`config.mk`:
```
export PLATFORM = sky130hd
export DESIGN_NAME = hwpe_stream_realign_addrgen
export DESIGN_NICKNAME = d
export VERILOG_FILES = /design/src/rtl/hwpe_stream_package.sv /design/src/rtl/hwpe_stream_realign_addrgen.sv
export SDC_FILE = /design/constraint.sdc
export NUM_CORES = 1
export LEC_CHECK = 0
export BUFFER_PORTS_ARGS = -buffer_cell sky130_fd_sc_hd__clkbuf_2
export CAP_MARGIN = 5
export CORE_AREA = 2 2 139 141
export CTS_BUF_LIST = sky130_fd_sc_hd__clkbuf_8 sky130_fd_sc_hd__clkbuf_16
export DETAILED_ROUTE_END_ITERATION = 8
export DIE_AREA = 0 0 141 143
export GPL_ROUTABILITY_DRIVEN = 1
export PLACE_DENSITY = 0.74
export SKIP_LAST_GASP = 1
export SLEW_MARGIN = 20
export SYNTH_ARGS = -nofsm -noshare
export SYNTH_HDL_FRONTEND = slang
export SYNTH_SLANG_ARGS = --single-unit
```
`constraint.sdc`:
```
create_clock -name clk_i -period 6.65 [get_ports clk_i]
set_clock_uncertainty 0.2 [all_clocks]
set_input_delay 0.3325 -clock clk_i [delete_from_list [all_inputs] [get_ports clk_i]]
set_output_delay 0.3325 -clock clk_i [all_outputs]
set_load 0.05 [all_outputs]
```
`src/rtl/hwpe_stream_package.sv`:
```
// HWPE-Stream shared types: realigner control bundle,
// addrgen job config, FSM states and strobe-mask helper.
package hwpe_stream_package;

  localparam int unsigned MAX_B = 128;

  typedef struct packed {
    logic        enable;
    logic        strb_valid;
    logic        realign;
    logic        first;
    logic        last;
    logic        last_packet;
    logic [15:0] line_length;
  } ctrl_realign_t;

  typedef struct packed {
    logic [31:0] base_addr;
    logic [15:0] line_bytes;
    logic [31:0] line_stride;
    logic [15:0] n_lines;
  } ctrl_addrgen_realign_t;

  typedef enum logic [1:0] {
    IDLE,
    RUN,
    DONE
  } addrgen_state_e;

  // first word drops bytes below off, last word keeps bytes below endb
  function automatic logic [MAX_B-1:0] realign_strb(
    input int unsigned b,
    input int unsigned off,
    input int unsigned endb,
    input logic        first,
    input logic        last
  );
    logic [MAX_B-1:0] m;
    m = '0;
    for (int unsigned i = 0; i < MAX_B; i++) begin
      m[i] = (i < b)
           && (!first || i >= off)
           && (!last || endb == 0 || i < endb);
    end
    return m;
  endfunction

endpackage

```
`src/rtl/hwpe_stream_realign_addrgen.sv`:
```
// Line-based word-aligned load address generator
// feeding a decoupled source realigner.
module hwpe_stream_realign_addrgen
  import hwpe_stream_package::*;
#(
  parameter int unsigned DATA_WIDTH = 32,
  parameter int unsigned ADDR_WIDTH = 32
) (
  input  logic                    clk_i,
  input  logic                    rst_ni,
  input  logic                    clear_i,
  input  logic                    start_i,
  input  logic [ADDR_WIDTH-1:0]   base_addr_i,
  input  logic [15:0]             line_bytes_i,
  input  logic [ADDR_WIDTH-1:0]   line_stride_i,
  input  logic [15:0]             n_lines_i,
  output logic [ADDR_WIDTH-1:0]   addr_o,
  output logic                    addr_valid_o,
  input  logic                    addr_ready_i,
  output logic [DATA_WIDTH/8-1:0] strb_o,
  output ctrl_realign_t           ctrl_o,
  output logic                    busy_o,
  output logic                    done_o
);

  localparam int unsigned B = DATA_WIDTH / 8;
  localparam int unsigned O = $clog2(B);
  localparam logic [ADDR_WIDTH-1:0] AMASK =
    ~ADDR_WIDTH'(B - 1);

  addrgen_state_e state_q, state_d;

  logic [O-1:0]          off_q, off_d;
  logic [O-1:0]          end_q, end_d;
  logic                  realign_q, realign_d;
  logic [15:0]           len_q, len_d;
  logic [16:0]           wlast_q, wlast_d;
  logic [15:0]           nlast_q, nlast_d;
  logic [ADDR_WIDTH-1:0] stride_q, stride_d;
  logic [ADDR_WIDTH-1:0] lbase_q, lbase_d;
  logic [16:0]           word_q, word_d;
  logic [15:0]           line_q, line_d;

  ctrl_addrgen_realign_t cfg;
  logic [ADDR_WIDTH-1:0] cfg_base;
  logic                  run, en, hs;
  logic                  is_first, is_last;
  logic                  is_lline;

  assign cfg = '{
    base_addr:   32'(base_addr_i),
    line_bytes:  line_bytes_i,
    line_stride: 32'(line_stride_i),
    n_lines:     n_lines_i
  };
  assign cfg_base = ADDR_WIDTH'(cfg.base_addr);

  assign run = (state_q == RUN);
  assign en  = (state_q != IDLE);
  assign hs  = run & addr_ready_i;

  assign is_first = (word_q == '0);
  assign is_last  = (word_q == wlast_q);
  assign is_lline = (line_q == nlast_q);

  always_ff @(posedge clk_i or negedge rst_ni) begin
    if (!rst_ni) begin
      state_q   <= IDLE;
      off_q     <= '0;
      end_q     <= '0;
      realign_q <= 1'b0;
      len_q     <= '0;
      wlast_q   <= '0;
      nlast_q   <= '0;
      stride_q  <= '0;
      lbase_q   <= '0;
      word_q    <= '0;
      line_q    <= '0;
    end else begin
      state_q   <= state_d;
      off_q     <= off_d;
      end_q     <= end_d;
      realign_q <= realign_d;
      len_q     <= len_d;
      wlast_q   <= wlast_d;
      nlast_q   <= nlast_d;
      stride_q  <= stride_d;
      lbase_q   <= lbase_d;
      word_q    <= word_d;
      line_q    <= line_d;
    end
  end

  always_comb begin
    state_d   = state_q;
    off_d     = off_q;
    end_d     = end_q;
    realign_d = realign_q;
    len_d     = len_q;
    wlast_d   = wlast_q;
    nlast_d   = nlast_q;
    stride_d  = stride_q;
    lbase_d   = lbase_q;
    word_d    = word_q;
    line_d    = line_q;
    unique case (state_q)
      IDLE: begin
        if (start_i) begin
          off_d     = cfg_base[O-1:0];
          realign_d = (cfg_base[O-1:0] != '0);
          end_d     = cfg_base[O-1:0]
                    + cfg.line_bytes[O-1:0];
          len_d     = 16'(({1'b0, cfg.line_bytes}
                    + 17'(B - 1)) >> O);
          wlast_d   = 17'(len_d) + 17'(realign_d)
                    - 17'd1;
          nlast_d   = cfg.n_lines - 16'd1;
          stride_d  = ADDR_WIDTH'(cfg.line_stride);
          lbase_d   = cfg_base & AMASK;
          word_d    = '0;
          line_d    = '0;
          if (cfg.line_bytes == '0 ||
              cfg.n_lines == '0)
            state_d = DONE;
          else
            state_d = RUN;
        end
      end
      RUN: begin
        if (hs) begin
          if (is_last) begin
            word_d = '0;
            if (is_lline) begin
              line_d  = '0;
              state_d = DONE;
            end else begin
              line_d  = line_q + 16'd1;
              lbase_d = lbase_q + (stride_q & AMASK);
            end
          end else begin
            word_d = word_q + 17'd1;
          end
        end
      end
      DONE:    state_d = IDLE;
      default: state_d = IDLE;
    endcase
    // soft clear aborts any job without a done pulse
    if (clear_i) begin
      state_d = IDLE;
      word_d  = '0;
      line_d  = '0;
      lbase_d = '0;
    end
  end

  assign addr_valid_o = run;
  assign busy_o       = en;
  assign done_o       = (state_q == DONE);

  assign addr_o = run
    ? lbase_q + (ADDR_WIDTH'(word_q) << O)
    : '0;

  assign strb_o = run
    ? B'(realign_strb(B, 32'(off_q), 32'(end_q),
                      is_first, is_last))
    : '0;

  always_comb begin
    ctrl_o = '0;
    if (en) begin
      ctrl_o.enable      = 1'b1;
      ctrl_o.realign     = realign_q;
      ctrl_o.line_length = len_q;
    end
    if (run) begin
      ctrl_o.first       = is_first;
      ctrl_o.last        = is_last;
      ctrl_o.last_packet = is_last & is_lline;
      ctrl_o.strb_valid  = hs;
    end
  end

endmodule

```
==> results.md, run 1 <==
Outcome:
- The flow ran to the end, and the final reports show no timing, DRC or antenna violations.

Worst setup path:
- The worst-case register-to-register setup slack is 3.06 ns.
- Walking the worst path, the cells encountered are ha_1, a21o_1, a21oi_2, o21ai_2, a2111oi_2, o41a_1, o211ai_1, a31oi_1, o21ai_0, a21oi_1, clkbuf_2.
- The required time of the worst setup path is 6.12 ns.
- The cell type group with the largest total delay on the critical path is compound AO/OA/AOI/OAI gates.
- The nature of the critical path endpoint is a primary output.
- The slowest stage of the critical path is the sky130_fd_sc_hd__a31oi_1 cell.
- The number of buffers and inverters on the critical path is 1.
- The delay of the slowest critical-path stage is 0.90 ns.
- Along the worst path, the maximum fanout reaches 13.
- The worst setup path is of the reg -> out kind.
- The type of element launching the critical path is a register.
- For the worst setup path, the data arrival time is around 4.2 ns.

Place:
- The post-placement worst setup slack is 2.34 ns.
- The post-DP HPWL is 19.1 mm.
- The post-placement cell area is 0.0112 sq mm.
- At the end of routability-driven placement, the weighted congestion stood at 0.894.
- The count of buffers added on input and output ports is 156.

Drt:
- After detailed routing, the number of remaining DRC violations is 0.
- Dividing the detail-routed wire length by the instance count gives 16.3 um.
- In this run the remaining antenna-violating nets after routing total 0.
- For this block, the initial DRC count from the detailed router was a little under 800.
- The number of iterations in the first detailed-routing pass is 5.
- Detailed routing inserted a total of 9545 vias.
- Dividing the detail-routed via count by the number of cells gives about 5.7.
- The final layout contains routed wiring with a total length of ~27 mm.

Global route:
- The number of global-route vias before repair is 9096.
- The initial antenna violation count is 1.
- The first global-routing pass estimated 45.3 mm of wire.
- After global routing the overflow that remains totals 0.
- The pin count of the biggest net entering global routing is 124.
- Global routing used 28.1% of the available tracks.

Die:
- Row generation in the floorplan step produced 50 rows.
- The die outline area is 0.0202 sq mm.
- During I/O placement, the number of pins put on the boundary was 162.
- Once the floorplan was initialized, standard cells occupied about 56% of the core.
- In this run the standard cell core region covers 0.0186 sq mm.
- The vertical extent of the die is 143 um.
- The floorplan step set the die width to 141 um.

Timing:
- After routing, the total negative slack on setup checks comes to 0 ns.
- After layout, the worst path uses 71.6% of the clock period.
- The final count of pins violating max slew came to 0.
- Across all setup checks in the final design, the least slack found is 1.89 ns.
- The achievable frequency is 210 MHz.
- Setup repair after global routing left no endpoint under its margin.
- The number of endpoints with negative hold slack in the final report is 0.
- The worst hold-check slack is roughly 0.014 ns.
- The total of endpoints with negative setup slack in the final report is 0.
- The relative slew slack is 25.4%.
- The slew of the pin with the lowest slew margin is 1.11 ns.
- The smallest clock period supported by the final layout is computed as 4.76 ns.

Synthesis:
- Summing every instance area after synthesis gives about 0.010 sq mm.
- The synthesized design spends more area on one cell type than any other, namely sky130_fd_sc_hd__dfrtp_1.
- Counting flops with a built-in enable in the synthesized netlist gives 0.
- The number of distinct library cells after synthesis is 71.
- The flip-flop cell with the highest count after synthesis is sky130_fd_sc_hd__dfrtp_1.
- The synthesized design devotes to its leading area cell type 35.9% of total area.
- Synthesis handed over a netlist of 1266 instances.
- By area the synthesized netlist is led by sky130_fd_sc_hd__dfrtp_1, sky130_fd_sc_hd__nand2_1, sky130_fd_sc_hd__ha_1, sky130_fd_sc_hd__o21ai_0, sky130_fd_sc_hd__xnor2_1.
- The proportion of synthesized flip-flops having asynchronous set or reset is 100%.
- The fraction of the yosys area taken by sequential cells is 35.9%.
- Averaged over all synthesized cells, the footprint is around 8.2 sq um.
- The synthesized design contains 148 register bits.
- After synthesis, the most frequently instantiated cells are sky130_fd_sc_hd__nand2_1, sky130_fd_sc_hd__dfrtp_1, sky130_fd_sc_hd__o21ai_0.
- The most common cell in the synthesized netlist is sky130_fd_sc_hd__nand2_1.
- The total number of yosys warnings is 0.

Flow run:
- The count of max-cap constraint violations is 0.

Final layout:
- The ratio of cells with drive above 1 in the final layout is 15.1%.
- The growth of design area from synthesis to finish is 18.0%.
- The net total in the final layout is 1582.
- The count of inserted antenna diode cells is 0.
- After routing the design area is about 0.012 sq mm.

Power:
- The worst-case vdd ir drop is 218 uV.
- The analysis attributes to cell leakage a power of approximately 5.7 nW.
- The ratio of total power to cell area is roughly 360 mW/mm^2.

Clocking:
- The H-tree generated during clock tree synthesis spans 4 levels.
- The total CTS buffers is 17.
- The later-pin clock latency in the skew report is between 0.4 and 0.5 ns.
- The number of gates resized after cts is 0.
- For this design, the sink count on the clock tree is 148.
- The count of hold buffers inserted by post-cts repair is 41.
- Clock-pin slew was measured on the worst setup and hold paths at 0.07 ns.
- The master cell of the clock root buffer is sky130_fd_sc_hd__clkbuf_16.
- TritonCTS built the clock tree.
- The number of buffers added for setup after CTS is 0.
- The maximum clock insertion buffer count is 2.

Min path:
- The tightest min-delay check is of the in -> reg type.
==> report_power, final <==
part | internal, mW | switching [mW] | leakage [nW]
logic | 0.714 | 1.29 | 3.51
clock network | 0.525 | 0.421 | 0.279
registers | 1.17 | 0.242 | 1.90
==> worst reg2reg max path: cells and delay by family (launching register included) <==
family	cells	cell delay (ns)
flops	1	0.46
simple gates	3	1.46
compound gates	3	0.54
buf+inv	3	0.86
==> path summary, 6_finish.rpt <==
kind,startpoint,endpoint,depth (start not counted)
max in group asynchronous,rst_ni,len_q[2],3
min reg2reg,len_q[13],len_q[13],2
max,word_q[1],addr_o[31],11
min,base_addr_i[28],lbase_q[28],3
max reg2reg,state_q[0],lbase_q[21],9
min in group asynchronous,rst_ni,stride_q[9],2
==> through the flow <==
step	total power [mW]	instances	util, %
3_3_place_gp	3.33	1599	60.2
3_5_place_dp	3.37	1599	60.2
5_1_grt	4.67	1672	65.6
4_1_cts	4.35	1672	65.5
2_1_floorplan	2.90	1268	-
6_report	4.36	1672	65.6
==> sequential cells by signal (all words and copies together), names as in the netlist, 15 cells and up <==
register	flops
word_q	17
wlast_q	17
line_q	16
stride_q	30
lbase_q	30
nlast_q	16
len_q	15
==> layout make-up <==
class | instances | area [sq um]
Multi-Input combinational cell | 1030 | 6280
Inverter | 26 | 97.6
Fill cell | 1580 | 6400
Clock inverter | 15 | 144
Tap cell | 234 | 293
Timing Repair Buffer | 202 | 1240
Sequential cell | 148 | 3700
Clock buffer | 17 | 425
==> per-layer routing <==
layer / vias to the layer above / routed length (um) / GRT usage, %
met5: - / 0 / 0
met4: 0 / 441 / 7.79
met3: 40 / 1640 / 5.97
met2: 290 / 12800 / 46.3
met1: 4502 / 12300 / 37.7
li1: 4713 / - / -
==> cell usage in the layout, fill, tap and decap left out, types with 6 or more instances in the layout <==
cell                            instances
sky130_fd_sc_hd__a211oi_1               7
sky130_fd_sc_hd__a21o_1                17
sky130_fd_sc_hd__a21oi_1               76
sky130_fd_sc_hd__a22o_1                10
sky130_fd_sc_hd__a31oi_1               10
sky130_fd_sc_hd__and3_1                14
sky130_fd_sc_hd__clkbuf_16             17
sky130_fd_sc_hd__clkbuf_2             155
sky130_fd_sc_hd__dfrtp_1              148
sky130_fd_sc_hd__dlygate4sd3_1         41
sky130_fd_sc_hd__ha_1                  54
sky130_fd_sc_hd__inv_1                 26
sky130_fd_sc_hd__inv_6                  6
sky130_fd_sc_hd__mux2i_1               10
sky130_fd_sc_hd__nand2_1              247
sky130_fd_sc_hd__nand2b_1              12
sky130_fd_sc_hd__nand3_1               30
sky130_fd_sc_hd__nand4_1               18
sky130_fd_sc_hd__nor2_1                93
sky130_fd_sc_hd__nor2b_1               28
sky130_fd_sc_hd__nor3_1                24
sky130_fd_sc_hd__nor4_1                19
sky130_fd_sc_hd__o21a_1                 6
sky130_fd_sc_hd__o21ai_0              122
sky130_fd_sc_hd__o21bai_1               6
sky130_fd_sc_hd__o31ai_1               11
sky130_fd_sc_hd__or3_1                 13
sky130_fd_sc_hd__xnor2_1               66
sky130_fd_sc_hd__xor2_1                61
==> logic make-up after synthesis <==
family | share of synthesized area (%)
compound gates | 17.7
mux | 1.08
xor+xnor | 10.8
fa+ha+maj | 6.93
buf+inv | 3.64
flops | 35.9
simple gates | 24.0
other cells | 0.0363
(Power assumes the default switching activity.)
==> inputs of run 2 (changes only) <==
Settings changed: ABC_AREA from default to 1, CORE_AREA 2 2 139 141 to 2 2 152 154, DIE_AREA 0 0 141 143 to 0 0 154 156, PLACE_DENSITY 0.74 to 0.73.
Clock period 6.65 ns to 4.1 ns, I/O delays scaled along.
==> run 2 against run 1 <==
  * Largest cell class unchanged
  * Synthesized cell count rose by 48%
  * Count of clock-buffer cells in the layout rose by 1
  * Sequential power rose by 74%
  * Setup slack got worse by 1.4 ns
  * Non-clock buffer count rose by 52
  * Highest routed layer unchanged
==> results.md, run 2 <==
Final layout:
- Across the whole layout, storage elements account for ~0.0037 sq mm.
- The end-of-flow core utilization is 64.3%.
- From synthesis to final layout, the design area changed by 21.2%.
- After routing the design area is between 0.01 and 0.015 sq mm.
- The footprint of the multi-input gates is slightly above 0.007 sq mm.
- In the final layout, the registers with the most flip-flops are lbase_q (30), stride_q (30).
- The post-route netlist has approximately 11% of its cells at a drive strength greater than 1.
- The number of fillers in the final layout is between 2000 and 2500.
- The count of inserted antenna diode cells is 0.
- In the layout the commonest cells are sky130_fd_sc_hd__nand2_1, sky130_fd_sc_hd__nor2_1, sky130_fd_sc_hd__inv_1.
- The net total in the final layout is 2253.
- The library cell used most frequently in the layout, excluding fill and tap cells, is sky130_fd_sc_hd__nand2_1.

Die:
- The floorplan step set the die height to 156 um.
- The horizontal extent of the die is about 150 um.
- The initial cell density of the core is 53.1%.
- Row generation in the floorplan step produced 55 rows.
- The placeable core area is 0.0224 sq mm.
- The die covers 0.0240 sq mm.
- The number of primary I/O pins is between 150 and 200.

Worst setup path:
- The cell family contributing the most delay on the critical path is simple AND/OR/NAND/NOR gates.
- The required time of the worst setup path is roughly 3.7 ns.
- The most used cell along the critical path is sky130_fd_sc_hd__nand2_1.
- The nature of the critical path endpoint is a primary output.
- The delay of the slowest critical-path stage is around 0.48 ns.
- The largest fanout on the critical path is 6.
- The number of buffers and inverters on the critical path is 2.
- The type of element launching the critical path is a register.
- The master of the slowest instance on the critical path is sky130_fd_sc_hd__dfrtp_1.
- The critical path goes through ha_1, inv_1, fa_1, o21ai_0, nand2_1, nand3_1, nand2_1, nand2_1, nand2_1, nand2_1, o21ai_0, nor2_1, clkbuf_2.
- Data arrives at the worst endpoint at 3.17 ns.
- The critical path is of the reg -> out type.

Power:
- Cell internal power was estimated by the tool at around 4.5 mW.
- The sequential cell fraction of total power is 26.4%.
- In this run switching power makes up 51.5% of total power.
- Dividing total power by cell area gives a power density of 648 mW/mm^2.
- Total power for the finished layout comes to 9.32 mW.
- The fraction of power consumed by the clock network is approximately 18%.
- The net switching power is just under 5 mW.
- The share of total power in combinational logic is 55.3%.
- The leakage power summed over all cells is 7.71 nW.
- The worst-case vdd ir drop is 716 uV.

Synthesis:
- The proportion of synthesized flip-flops having asynchronous set or reset is between 90% and 100%.
- By count the netlist is led by sky130_fd_sc_hd__nand2_1, sky130_fd_sc_hd__nor2_1, sky130_fd_sc_hd__inv_1.
- The number of flops mapped to enable cells by yosys is 0.
- For this run, the number of Yosys warnings is 0.
- The number of different library cells used by synthesis comes to 43.
- The post-synthesis area per instance is ~6.4 sq um.
- The cell accounting for the most synthesized area is sky130_fd_sc_hd__dfrtp_1.
- In the post-synthesis netlist, the cell with the most instances is sky130_fd_sc_hd__nand2_1.
- The share of Yosys cell area claimed by the top area cell type is 31.2%.
- The synthesized netlist devotes 39.1% of its cell area to simple gates.
- The number of instances in the synthesized netlist is 1869.
- The area share of fa/ha/maj cells after synthesis is 6.03%.
- Of the total synthesized cell area, the portion taken by XOR and XNOR cells is under 10%.
- The post-synthesis compound-gate area fraction is approximately a tenth.
- After synthesis the netlist holds a flip-flop and latch count of 148.
- The post-synthesis cell area is 0.0119 sq mm.
- The flip-flop cell with the highest count after synthesis is sky130_fd_sc_hd__dfrtp_1.
- The post-synthesis mux area share is 0.169%.
- The fraction of the yosys area taken by sequential cells is just over 30%.
- The main combinational cell family by area after synthesis is simple AND/OR/NAND/NOR gates.
- By area the synthesized netlist is led by sky130_fd_sc_hd__dfrtp_1, sky130_fd_sc_hd__nand2_1, sky130_fd_sc_hd__nor2_1, sky130_fd_sc_hd__inv_1, sky130_fd_sc_hd__ha_1.

Global route:
- The number of global-route vias before repair is 12100.
- The first global-routing pass estimated 58.7 mm of wire.
- The total global routing track utilization is 30.5%.
- The pin count of the biggest net entering global routing is 98.
- The total overflow left after global routing is 0.
- The initial antenna violation count is 0.

Place:
- The weighted congestion reported at the end of routability-driven placement is 0.914.
- The post-DP HPWL is 26.8 mm.
- In this run the cell area measured after placement is 0.0129 sq mm.
- The number of buffer cells added on primary ports is 156.

Clocking:
- At the later pin of the worst-skew pair, clock insertion delay measures approximately 0.44 ns.
- The maximum clock insertion buffer count is 2.
- The total CTS buffers is 17.
- The CTS tree is done.
- The number of gates resized after cts is 0.
- Clock-pin slew was measured on the worst setup and hold paths at 0.07 ns.
- The H-tree depth is 4.
- The clock net in this run drives a total of about 150 sinks.
- The master cell of the clock root buffer is sky130_fd_sc_hd__clkbuf_16.

Timing:
- After layout, the minimum clock period comes to 3.57 ns.
- The slew of the pin with the lowest slew margin is 0.969 ns.
- The final sum of negative setup slack is 0 ns.
- The achievable frequency is ~280 MHz.
- Setup repair after global routing left no endpoint under its margin.
- The post-route fraction of the period consumed by the critical path is 87.1%.
- The final count of pins violating max slew is 0.
- The worst hold-check slack is between 0.015 and 0.02 ns.
- The number of endpoints with negative hold slack in the final report came to 0.
- The relative slew slack is 35.4%.
- Setup violations remaining at the end of the flow were counted as 0.

Outcome:
- The flow ran to the end, and the final reports show no timing, DRC or antenna violations.

Drt:
- After detailed routing, the average wire length per cell comes to between 15 and 20 um.
- The number of iterations in the first detailed-routing pass is 5.
- The final layout contains routed wiring with a total length of 36.1 mm.
- In the routed design, unresolved DRC markers number 0.
- The average via count per standard cell is 5.25.
- Detailed routing inserted a total of 12600 vias.
- The violation count after the first detailed-routing iteration is 760.
- The antenna violation net count after detailed routing is 0.

Flow run:
- Across the run, the number of max-cap violations was 0.

Min path:
- The worst hold-check path type is in -> reg.
-- run 2: cell count changes after synthesis, sizes merged, moves of 17 or more --
cell    change
nor2b      -28
nand4      +23
nand3      +91
xnor2      -36
inv       +195
nor2      +154
o21ai      -30
nand2     +402
clkbuf     -17
xor2       -22
-- run 2: metrics by stage --
step | worst slack (ns) | instances
floorplan | 1.11 | 1871
global placement | 1.02 | 2273
detailed placement | 1.00 | 2273
CTS | 0.528 | 2394
global route | 0.317 | 2394
finish | 0.530 | 2394
-- run 2: what timing repair did --
item                                   in CTS  in global routing
hold buffers                               89                  0
buffers inserted                            0                  0
endpoints found under the hold margin     182                  0
-- run 2: layout make-up --
cell class	count	area share [%]
Timing Repair Buffer	254	12.1
Inverter	221	5.77
Clock inverter	14	1.30
Clock buffer	18	3.05
Tap cell	285	2.48
Multi-Input combinational cell	1454	49.5
Sequential cell	148	25.7
-- run 2: worst paths after layout --
kind | startpoint | end | slack (ns) | depth (start not counted)
worst max-delay path | word_q[0] | addr_o[22] | 0.53 | 13
worst min-delay path | start_i | state_q[0] | 0.02 | 4
worst max register to register | state_q[0] | nlast_q[3] | 1.09 | 9
worst min register to register | stride_q[30] | stride_q[30] | 0.29 | 2
max in group asynchronous | rst_ni | stride_q[4] | 2.61 | 3
min in group asynchronous | rst_ni | stride_q[7] | 0.16 | 2
-- run 2: power by group through the flow --
stage | registers (mW) | clock network [mW] | logic (mW)
finish | 2.46 | 1.70 | 5.16
global route | 2.52 | 1.77 | 5.75
CTS | 2.46 | 1.73 | 5.14
detailed placement | 2.47 | 0 | 5.04
global placement | 2.46 | 0 | 4.97
floorplan | 2.28 | 0 | 3.92
-- run 2: worst reg2reg max path, delay by kind of cell (launching register included) --
kind,cells,cell delay (ns)
buffers and inverters,5,2.00
AO/OA/AOI/OAI,2,0.21
AND/OR/NAND/NOR,2,0.10
flip-flops,1,0.43
-- run 2: logic make-up after synthesis --
kind of cell | after synthesis
fa+ha+maj | 56
flops | 148
buf+inv | 269
simple gates | 1112
compound gates | 212
xor+xnor | 69
other cells | 1
mux | 2
-- run 2: per-layer routing --
layer  part of all wire [%]  track usage [%]  vias to the layer above  wire (um)
met4                    2.6             10.2                        0        946
met2                     49             54.8                      336      17800
met3                    4.5             4.19                       57       1620
met1                     44             37.6                     5760      15700
met5                      0                0                        -          0
li1                       -                -                     6417          -
